File: config.mk
export PLATFORM = sky130hd
export DESIGN_NAME = rotary_event_hub
export DESIGN_NICKNAME = d
export VERILOG_FILES = /design/src/rtl/rotary_pkg.sv /design/src/rtl/enc_rr_arbiter.sv /design/src/rtl/rotary_event_hub.sv
export SDC_FILE = /design/constraint.sdc
export NUM_CORES = 1
export LEC_CHECK = 0
export ABC_AREA = 1
export CORE_MARGIN = 2
export CORE_UTILIZATION = 40
export CTS_CLUSTER_DIAMETER = 120
export DETAILED_ROUTE_END_ITERATION = 12
export HOLD_SLACK_MARGIN = 0.03
export PLACE_DENSITY = 0.7
export RECOVER_POWER = 50
export SYNTH_ARGS = -nofsm -noshare
export SYNTH_HDL_FRONTEND = slang
export SYNTH_SLANG_ARGS = --single-unit
File: constraint.sdc
create_clock -name i_clk -period 3.9 [get_ports i_clk]
set_clock_uncertainty 0.05 [all_clocks]
set_input_delay 0.39 -clock i_clk [delete_from_list [all_inputs] [get_ports i_clk]]
set_output_delay 0.39 -clock i_clk [all_outputs]
set_load 0.005 [all_outputs]
File: src/rtl/rotary_pkg.sv
// Shared constants and helpers for the rotary encoder event hub.
package rotary_pkg;

    localparam int unsigned ACC_W_DEF = 4;
    localparam int          ACC_MAX   = (2 ** (ACC_W_DEF - 1)) - 1;
    localparam int          ACC_MIN   = -ACC_MAX;

    localparam logic DIR_CW  = 1'b1;
    localparam logic DIR_CCW = 1'b0;

    // Signed step contributed by one encoder pulse: +1, -1 or 0.
    function automatic logic signed [1:0] step_of(input logic cnt, input logic cw);
        if (!cnt) begin
            return 2'sd0;
        end
        return (cw == DIR_CW) ? 2'sd1 : -2'sd1;
    endfunction

    function automatic int unsigned clog2(input int unsigned n);
        int unsigned r;
        r = 0;
        for (int unsigned i = 0; i < 32; i++) begin
            if ((32'd1 << i) < n) begin
                r = i + 1;
            end
        end
        return r;
    endfunction

endpackage

File: src/rtl/enc_rr_arbiter.sv
// Combinational round-robin pick: first requester at or after ptr, wrapping.
module enc_rr_arbiter
    import rotary_pkg::*;
#(
    parameter int unsigned N_CH = 4,
    parameter int unsigned CH_W = clog2(N_CH)
) (
    input  logic [N_CH-1:0] req,
    input  logic [CH_W-1:0] ptr,
    output logic [N_CH-1:0] gnt_oh_c,
    output logic [CH_W-1:0] gnt_idx_c,
    output logic            any_req_c
);

    int unsigned     pos;
    logic [CH_W-1:0] pos_idx;

    always_comb begin
        gnt_oh_c  = '0;
        gnt_idx_c = '0;
        any_req_c = 1'b0;
        pos       = 0;
        pos_idx   = '0;
        for (int unsigned i = 0; i < N_CH; i++) begin
            pos = 32'(ptr) + i;
            if (pos >= N_CH) begin
                pos = pos - N_CH;
            end
            pos_idx = CH_W'(pos);
            if (!any_req_c && req[pos_idx]) begin
                any_req_c         = 1'b1;
                gnt_idx_c         = pos_idx;
                gnt_oh_c[pos_idx] = 1'b1;
            end
        end
    end

endmodule

File: src/rtl/rotary_event_hub.sv
// Merges per-encoder rotation pulses into saturating accumulators drained
// through a single round-robin arbitrated valid/ready event slot.
module rotary_event_hub
    import rotary_pkg::*;
#(
    parameter int unsigned N_CH  = 4,
    parameter int unsigned ACC_W = ACC_W_DEF
) (
    input  logic                   i_clk,
    input  logic                   i_rst_n,
    input  logic [N_CH-1:0]        i_cnt,
    input  logic [N_CH-1:0]        i_cnt_cw,
    output logic                   o_valid,
    input  logic                   i_ready,
    output logic [clog2(N_CH)-1:0] o_ch,
    output logic [ACC_W-1:0]       o_delta,
    output logic [N_CH-1:0]        o_ovf,
    input  logic [N_CH-1:0]        i_ovf_clr
);

    localparam int unsigned CH_W  = clog2(N_CH);
    localparam int unsigned SUM_W = ACC_W + 1;
    localparam logic signed [SUM_W-1:0] LIM = SUM_W'((2 ** (ACC_W - 1)) - 1);

    logic signed [ACC_W-1:0] acc_q [N_CH];
    logic signed [ACC_W-1:0] acc_d [N_CH];
    logic [CH_W-1:0]         ptr_q;
    logic [CH_W-1:0]         ptr_d;
    logic                    valid_d;
    logic [CH_W-1:0]         ch_d;
    logic [ACC_W-1:0]        delta_d;
    logic [N_CH-1:0]         ovf_d;

    logic [N_CH-1:0]         req;
    logic [N_CH-1:0]         gnt_oh;
    logic [CH_W-1:0]         gnt_idx;
    logic                    any_req;
    logic                    free;
    logic                    grant;
    logic [N_CH-1:0]         sat;
    logic signed [1:0]       st;
    logic signed [SUM_W-1:0] sum;

    always_comb begin
        for (int unsigned k = 0; k < N_CH; k++) begin
            req[k] = (acc_q[k] != '0);
        end
    end

    enc_rr_arbiter #(
        .N_CH (N_CH),
        .CH_W (CH_W)
    ) u_arb (
        .req       (req),
        .ptr       (ptr_q),
        .gnt_oh_c  (gnt_oh),
        .gnt_idx_c (gnt_idx),
        .any_req_c (any_req)
    );

    // Next-state: accumulate/saturate, drain the granted channel, load the slot.
    always_comb begin
        acc_d   = acc_q;
        ptr_d   = ptr_q;
        valid_d = o_valid;
        ch_d    = o_ch;
        delta_d = o_delta;
        sat     = '0;
        st      = '0;
        sum     = '0;
        free    = !o_valid || i_ready;
        grant   = free && any_req;

        for (int unsigned k = 0; k < N_CH; k++) begin
            st = step_of(i_cnt[k], i_cnt_cw[k]);
            if (grant && gnt_oh[k]) begin
                // Restart from this cycle's step so a coincident pulse is kept.
                acc_d[k] = ACC_W'(st);
            end else begin
                sum = SUM_W'(acc_q[k]) + SUM_W'(st);
                if (sum > LIM || sum < -LIM) begin
                    sat[k] = 1'b1;
                end else begin
                    acc_d[k] = ACC_W'(sum);
                end
            end
        end

        if (grant) begin
            valid_d = 1'b1;
            ch_d    = gnt_idx;
            delta_d = acc_q[gnt_idx];
            ptr_d   = (gnt_idx == CH_W'(N_CH - 1)) ? '0 : gnt_idx + 1'b1;
        end else if (free) begin
            valid_d = 1'b0;
        end

        ovf_d = (o_ovf & ~i_ovf_clr) | sat;
    end

    always_ff @(posedge i_clk or negedge i_rst_n) begin
        if (!i_rst_n) begin
            for (int unsigned k = 0; k < N_CH; k++) begin
                acc_q[k] <= '0;
            end
            ptr_q   <= '0;
            o_valid <= 1'b0;
            o_ch    <= '0;
            o_delta <= '0;
            o_ovf   <= '0;
        end else begin
            acc_q   <= acc_d;
            ptr_q   <= ptr_d;
            o_valid <= valid_d;
            o_ch    <= ch_d;
            o_delta <= delta_d;
            o_ovf   <= ovf_d;
        end
    end

endmodule

# Yosys cells after proc, flatten, opt, wreduce, memory -nomap -nowiden
# Index checks and enable logic that the tools add are counted.
[totals] memories=0 latch_bits=0 regBits=29 ramBits=0 mem_bits_ro=0 out_inout_bits=11
[classes] div_mod_pow=0 shifts=0 magnitude_cmp=21 bitwise=7 n_eq_ne=5 n_mul=0 n_mux=62 add_sub_neg=12 n_reduce_logical=26
[ops] operator="4-bit two-way mux" count=14
[ops] operator="2-bit two-way mux" count=17
[ops] operator="1-bit two-way mux" count=22
[ops] operator="4-bit by 2-bit adder with 5-bit output" count=4
[ops] operator="5-bit by 4-bit > comparator with 1-bit output (second input constant)" count=4
[ops] operator="5-bit by 4-bit less-than comparator with 1-bit output (second input constant)" count=4
[ops] operator="4-bit bitwise OR" count=4
[ops] operator="4-bit nonzero test" count=4
[ops] operator="3-bit greater-or-equal comparator (second input constant)" count=4
[ops] operator="1-bit logical AND" count=12
[ops] operator="2-bit by 3-bit less-than comparator with 1-bit output (second input constant)" count=4
[ops] operator="1-bit binary-select mux with 2-bit select" count=4
[ops] operator="4-bit binary-select mux with 2-bit select" count=1
[ops] operator="1-bit demux with 2-bit select" count=4
[ops] operator="2-bit by 1-bit greater-or-equal comparator with 1-bit output (second input constant)" count=4
[ops] operator="2-bit != test (second input constant)" count=4
[ops] operator="2-bit by 1-bit subtractor with 2-bit output (second input constant)" count=4
[ops] operator="2-bit by 2-bit adder with 3-bit output (second input constant)" count=2
[ops] operator="1-bit logical OR" count=5
[ops] operator="4-bit bitwise AND" count=1
[ops] operator="1-bit zero test" count=4
[ops] operator="4-bit inverter" count=1
[ops] operator="2-bit by 1-bit adder with 3-bit output (second input constant)" count=1
[ops] operator="2-bit by 3-bit greater-or-equal comparator with 1-bit output (second input constant)" count=1
[ops] operator="4 further kinds" count=4

# Depth between registers and ports, before layout
# Gate-level depths: netlist of the first run.
[depth] depth_word=18 mapped_depth=21

# By module
# A second synthesis of the first run with hierarchy kept.
[unflattened] hier_cells=413 hier_area_um2=2687.6
[by_module_without_submodules] module="rotary_event_hub" cells_per_inst=339 area_per_inst_um2=2247.2 instances=1 seq_area_each_um2=725.7
[by_module_without_submodules] module="enc_rr_arbiter" cells_per_inst=74 area_per_inst_um2=440.4 instances=1 seq_area_each_um2=0.0

# Worst setup path before layout of the first run
# Ideal clock, no wire load.
[synth_path] path_kind="register -> register" start="register with a tool-made name" end="register o_ch[1]" slack_ns=1.696 stages_incl_launch_ff=12 arrival_ns=2.035 period_less_slack_ns=2.204 path_buffers=2 cell_sequence="dfrtp_1 -> inv_2 -> ha_1 -> inv_1 -> nand2_1 -> nand2_1 -> nand3_4 -> o21ai_4 -> inv_2 -> buf_6 -> buf_6 -> o21a_1"
[synth_lines] item="end signal: assignment" line="rotary_event_hub.sv:115" rtl="o_ch <= ch_d;"
[synth_lines] item="end: declaration" line="rotary_event_hub.sv:15" rtl="output logic [clog2(N_CH)-1:0] o_ch,"

==> flow_summary_export.csv, run 1 <==
group,metric,value,unit
status,outcome,"finished, violations left",
status,failed_checks,"max-capacitance violations, max-slew violations",
layout,fin_nets,493,
layout,drive_gt1_frac,0.0518,
grt,first_pass_grt_wire_length,11000,µm
setup_path,cp_max_fo,11,
setup_path,critical_path_arrival,2.83,ns
clock_network,path_clk_slew,0.07,ns
setup_path,critPathCaptureType,"flop",
floorplan,dieArea,0.00724,mm²
layout,filler_cell_count,650,
timing,timing_worst_slew_pin_value,1.57,ns
synth,sequential_element_share_of_the_synthesized_area,0.276,
timing,worst_slew_margin_rel,-0.0472,
clock_network,cts-buffers-inserted,5,
pwr,power_density,949,mW/mm²
floorplan,floorplan.die.height,85.1,µm
drt,drtAntennaViolNets,0,
synth,yosysWarningCount,0,
grt,grt_antenna_before_repair,0,
setup_path,worst-setup-path-type,"flop to flop",
floorplan,io_pins,26,
drt,route.detailed.drc,0,
pwr,power.static_leakage,1.80,nW
clock_network,clk_path_buf_depth,2,
timing,post_route_clock_period_utilization,0.692,
timing,fmax,371,MHz
layout,sequential_cell_area,726,µm²
place,place.gp.congestion,0.917,
synth,post_synth_inst_count,431,
layout,multiInputGateArea,0.00166,mm²
synth,netlist_area,0.00263,mm²
grt,grt_start_max_net_pins,30,
layout,antenna-diode-count,0,
clock_network,cts_tree,"built",
synth,flip_flop_and_latch_count_after_synthesis,29,
timing,fin_hold_ws,0.441,ns
timing,finalSetupViolations,0,
setup_path,cp-start-kind,"flop",
min_path,worst_hold_path_type,"flop to flop",
place,input_output_buffers,25,
setup_path,worstPathRequired,4.03,ns
layout,layout-area-overhead-vs-synth,17.6,%
place,dp.final_hpwl,5040,µm
floorplan,fp.dieW,85.1,µm
drt,wl_per_cell,11.5,µm
drt,dr.pass1.iters,4,
clock_network,clock_tree.root_cell,"sky130_fd_sc_hd__clkbuf_8",
synth,synth_area_per_cell,6.10,µm²
drt,drt-vias-per-instance,5.00,
timing,final.setup.tns,0,ns
pwr,vdd.ir_drop.worst,428,µV
floorplan,placementRows,29,
floorplan,fp.coreArea,0.00635,mm²
timing,grt_setup_unrepaired,"false",
grt,grt_util_all_layers,0.185,
drt,drt_first_iter_violations,113,
clock_network,cts_setup_buffers,0,
grt,grt_overflow_total,0,
timing,slew_violations,30,
run,cap_violations,1,
clock_network,worstSkewPairLatency,0.29,ns
grt,grt_pass1_vias,2627,
synth,yosys.cell_types.count,26,
drt,route.vias.total,2698,
floorplan,initial_cell_density_of_the_core,0.414,
clock_network,htree_levels,2,
timing,finalHoldViolCount,0,
clock_network,post_cts_resized,0,
synth,synth.net_count,462,
drt,drt-total-wl,6230,µm
clock_network,hold_buffers,0,
timing,period_needed,2.70,ns
clock_network,number_of_clock_sinks_seen_by_cts,29,
layout by cell type (no fill, tap or decap):
cell                              count
sky130_fd_sc_hd__clkbuf_8             5
sky130_fd_sc_hd__o21ai_0             11
sky130_fd_sc_hd__a31oi_1              2
sky130_fd_sc_hd__dfrtp_1             29
sky130_fd_sc_hd__ha_1                16
sky130_fd_sc_hd__clkinv_2             1
sky130_fd_sc_hd__o21ai_1              3
sky130_fd_sc_hd__o21ai_2              1
sky130_fd_sc_hd__bufinv_16            2
sky130_fd_sc_hd__nor3_1               4
sky130_fd_sc_hd__nand3_1             69
sky130_fd_sc_hd__o21ai_4              1
sky130_fd_sc_hd__xor2_1               2
sky130_fd_sc_hd__dlygate4sd3_1        6
sky130_fd_sc_hd__inv_2                2
sky130_fd_sc_hd__xnor2_1              2
sky130_fd_sc_hd__nand4_2              1
sky130_fd_sc_hd__clkdlybuf4s50_1     19
sky130_fd_sc_hd__o21a_1               1
sky130_fd_sc_hd__a21oi_1              2
sky130_fd_sc_hd__nor2_2               1
sky130_fd_sc_hd__nand2_2              6
sky130_fd_sc_hd__inv_1               58
sky130_fd_sc_hd__nand3b_1             3
sky130_fd_sc_hd__and2_1               2
sky130_fd_sc_hd__clkbuf_1             1
sky130_fd_sc_hd__nand3_4              1
sky130_fd_sc_hd__nand4_1              3
sky130_fd_sc_hd__nand3_2              3
sky130_fd_sc_hd__nand2_1            185
sky130_fd_sc_hd__nor2_1              21
cell usage after synthesis, drive strengths merged:
library cell  instances  share of area
inv                  60          0.086
ha                   16          0.076
nor3                  4         0.0076
a21oi                 2         0.0038
and2                  2         0.0048
nand4                 4          0.012
xnor2                 2         0.0067
nand3b                3         0.0086
dfrtp                29           0.28
nand3                73           0.15
a31oi                 2         0.0048
buf                   2         0.0086
nand2               191           0.28
o21ai                16          0.036
o21a                  1         0.0029
nor2                 22          0.032
xor2                  2         0.0067
metal layers:
metal / GRT usage / share of wire / up-vias / wire, µm
met5: 0 / 0 / - / 0
met4: 0.0548 / 0.016 / 0 / 102
met3: 0.0311 / 0.036 / 9 / 224
met2: 0.327 / 0.49 / 49 / 3090
met1: 0.230 / 0.45 / 1207 / 2820
li1: - / - / 1433 / -
area by class of cell:
class                           count  share of cell area
Multi-Input combinational cell    340               0.536
Inverter                           60              0.0728
Sequential cell                    29               0.235
Clock inverter                      3              0.0210
Tap cell                           77              0.0312
Clock buffer                        5              0.0223
Timing Repair Buffer               26              0.0822
power by group:
part / total, mW / internal [mW] / switching, mW
clock: 0.375 / 0.254 / 0.122
combinational: 1.96 / 0.697 / 1.26
sequential: 0.602 / 0.463 / 0.140
registers in the layout (all words and copies together), names as in the netlist, named ones only:
name / cells
o_valid: 1
o_ovf: 4
o_delta: 4
ptr_q: 1
o_ch: 2
acc_q: 16
cells by family after synthesis:
family | after synthesis | synth area share
AOI/OAI and AO/OA | 21 | 0.0476
xor gates and xnor gates | 4 | 0.0133
adders and majority gates | 16 | 0.0761
buffers and inverters | 62 | 0.0942
DFF | 29 | 0.276
and+or+nand+nor | 299 | 0.493
worst paths after layout:
kind / cells after the start / startpoint / slack, ns / to
worst max-delay path: 13 / flop / 1.20 / o_delta[2]
worst min-delay path: 2 / o_delta[1] / 0.44 / o_delta[1]
worst max register to register: 13 / flop / 1.20 / o_delta[2]
worst min register to register: 2 / o_delta[1] / 0.44 / o_delta[1]
max in group asynchronous: 2 / i_rst_n / 1.91 / asynchronous set/reset pin
min in group asynchronous: 2 / i_rst_n / 0.97 / o_delta[2]
metrics by stage:
step	std cells	power, mW	utilization	worst slack [ns]	instance area [µm²]
2_1_floorplan	431	2.06	-	1.70	2630
3_3_place_gp	532	2.53	0.466	1.17	2960
3_5_place_dp	532	2.56	0.466	1.10	2960
4_1_cts	540	2.95	0.487	1.19	3100
5_1_grt	540	3.30	0.487	0.896	3090
6_report	540	2.93	0.487	1.20	3090
critical path, stage by stage (launching register included):
cell,delay (ns)
sky130_fd_sc_hd__dfrtp_1,0.57
sky130_fd_sc_hd__inv_2,0.18
sky130_fd_sc_hd__ha_1,0.35
sky130_fd_sc_hd__inv_1,0.09
sky130_fd_sc_hd__nand3_1,0.09
sky130_fd_sc_hd__nand2_1,0.14
sky130_fd_sc_hd__nor2_2,0.23
sky130_fd_sc_hd__nand4_2,0.27
sky130_fd_sc_hd__nand2_2,0.28
sky130_fd_sc_hd__nand2_1,0.07
sky130_fd_sc_hd__nand3_1,0.10
sky130_fd_sc_hd__nand2_1,0.06
sky130_fd_sc_hd__nand2_1,0.06
sky130_fd_sc_hd__nand2_1,0.05
Power figures use the tool's default switching activity.
==> run 2: changes to the inputs <==
==> constraint.sdc (replaced) <==
create_clock -name i_clk -period 2.55 [get_ports i_clk]
set_clock_uncertainty 0.05 [all_clocks]
set_input_delay 0.255 -clock i_clk [delete_from_list [all_inputs] [get_ports i_clk]]
set_output_delay 0.255 -clock i_clk [all_outputs]
set_load 0.005 [all_outputs]
==> flow_summary_export.csv, run 2 (synthesis gave the netlist of run 1 again) <==
group,metric,value,unit
layout,layout_commonest_cell,"sky130_fd_sc_hd__nand2_1",
setup_path,critical_path_arrival,2.37,ns
setup_path,critical_path_buf_inv_count,6,
drt,drt-total-wl,6350,µm
timing,slew_violations,30,
setup_path,cp-start-kind,"primary input",
status,outcome,"finished, violations left",
floorplan,initial_cell_density_of_the_core,0.414,
layout,top_register,"acc_q",
layout,most-common-layout-cells,"sky130_fd_sc_hd__nand2_1 (184), sky130_fd_sc_hd__nand3_1 (69), sky130_fd_sc_hd__inv_1 (58)",
floorplan,io_pins,26,
setup_path,worst-setup-path-type,"primary input to flop",
grt,grt_pass1_vias,2615,
clock_network,htree_levels,2,
place,dp_slack,-0.0115,ns
layout,layout_top_registers,"acc_q: 16 flops, o_delta: 4 flops, o_ovf: 4 flops",
grt,grt_antenna_before_repair,0,
grt,first_pass_grt_wire_length,11100,µm
drt,wl_per_cell,11.5,µm
floorplan,dieArea,0.00724,mm²
clock_network,cts_setup_buffers,0,
floorplan,floorplan.die.height,85.1,µm
timing,post_route_clock_period_utilization,0.875,
timing,worst_slew_margin_rel,-0.0817,
layout,layoutNonFillerInstCount,553,
grt,grt_util_all_layers,0.186,
setup_path,worstPathRequired,2.68,ns
layout,filler_cell_count,661,
clock_network,cts_tree,"built",
floorplan,fp.dieW,85.1,µm
pwr,power_density,1440,mW/mm²
drt,route.detailed.drc,0,
run,cap_violations,1,
timing,period_needed,2.23,ns
drt,dr.pass1.iters,4,
layout,antenna-diode-count,0,
clock_network,cts-buffers-inserted,5,
clock_network,number_of_clock_sinks_seen_by_cts,29,
timing,timing_worst_slew_pin_value,1.62,ns
drt,drtAntennaViolNets,0,
clock_network,clk_path_buf_depth,2,
status,failed_checks,"max-capacitance violations, max-slew violations",
setup_path,cp_max_fo,6,
setup_path,gate_family_responsible_for_the_most_delay_along_the_worst_path,"simple AND/OR/NAND/NOR gates",
place,dp.final_hpwl,5090,µm
clock_network,path_clk_slew,0.06,ns
drt,drt-vias-per-instance,4.97,
grt,grt_start_max_net_pins,30,
floorplan,fp.coreArea,0.00635,mm²
floorplan,placementRows,29,
pwr,power.static_leakage,1.86,nW
layout,fin_nets,506,
timing,fin_hold_ws,0.433,ns
timing,grt_setup_unrepaired,"false",
clock_network,worstSkewPairLatency,0.29,ns
grt,grt_overflow_total,0,
drt,drt_first_iter_violations,114,
layout,largest_register_ffs,16,
setup_path,crit_path_frequent_cell,"sky130_fd_sc_hd__nand2_1",
setup_path,critical_path.cell_chain,"clkdlybuf4s50_1 > nand2_1 > inv_1 > nand2_1 > nand2_1 > inv_1 > ha_1 > inv_1 > nand2_1 > nand3_1 > nand3_1 > nand2_1 > nand2_1 > nand2_1 > nand2_2 > nand2_1 > nand2_1 > inv_1 > nand2_1 > nand2_1 > inv_1",
setup_path,worst_path_largest_cell_delay,0.53,ns
setup_path,cp_slowest_cell,"sky130_fd_sc_hd__clkdlybuf4s50_1",
setup_path,critPathCaptureType,"flop",
timing,finalSetupViolations,0,
pwr,vdd.ir_drop.worst,675,µV
timing,finalHoldViolCount,0,
min_path,worst_hold_path_type,"flop to flop",
place,input_output_buffers,25,
pwr,report.power.total,4.56,mW
clock_network,clock_tree.root_cell,"sky130_fd_sc_hd__clkbuf_8",
timing,final.setup.tns,0,ns
place,dp_cells,545,
layout,drive_gt1_frac,0.0777,
layout,layout-area-overhead-vs-synth,20.7,%
place,place.gp.congestion,0.902,
drt,route.vias.total,2749,
timing,fmax,448,MHz
timing,timing.final.ws_setup,0.318,ns
==> run 2: through the flow <==
step / instance area [µm²] / utilization
4_1_cts: 3180 / 0.500
2_1_floorplan: 2630 / -
3_3_place_gp: 3060 / 0.482
6_report: 3170 / 0.500
3_5_place_dp: 3060 / 0.482
5_1_grt: 3170 / 0.500
==> run 2: worst paths after layout <==
path / cells past startpoint / startpoint / slack (ns) / to
hold / removal: 2 / o_delta[0] / 0.43 / o_delta[0]
setup reg to reg: 13 / flop / 0.32 / o_ovf[0]
hold reg to reg: 2 / o_delta[0] / 0.43 / o_delta[0]
max in group asynchronous: 2 / i_rst_n / 0.64 / o_delta[2]
setup / recovery: 21 / i_cnt[3] / 0.32 / acc_q[0]
min in group asynchronous: 2 / i_rst_n / 0.86 / o_ch[1]
==> run 2: layout make-up <==
class	instances	area (µm²)	area share
clock inverters	1	30.0	0.00946
clock buffers	7	86.3	0.0272
multi-input cells	340	1660	0.523
inverters	60	225	0.0710
flip-flops and latches	29	726	0.229
well taps	77	96.3	0.0304
repair buffers	39	352	0.111
==> run 2: where the power goes <==
group	total, mW	internal (mW)	switching (mW)
sequential	0.884	0.708	0.175
combinational	3.17	1.19	1.98
clock	0.504	0.318	0.186
total	4.56	2.22	2.34
==> run 2: tightest hold or removal path: cells and delay by family, from the launching register on <==
kind	cells	cell delay, ns
AND/OR/NAND/NOR	2	0.11
flip-flops	1	0.34
==> run 2: timing repair <==
action                                  CTS  global route
resized for setup                         0             1
hold buffers                              0             0
endpoints found under the setup margin    0             2
==> run 2: per-layer routing <==
metal  track usage  share of wire
met4        0.0519          0.013
met5             0              0
met3        0.0331          0.041
met2         0.326           0.48
met1         0.233           0.47
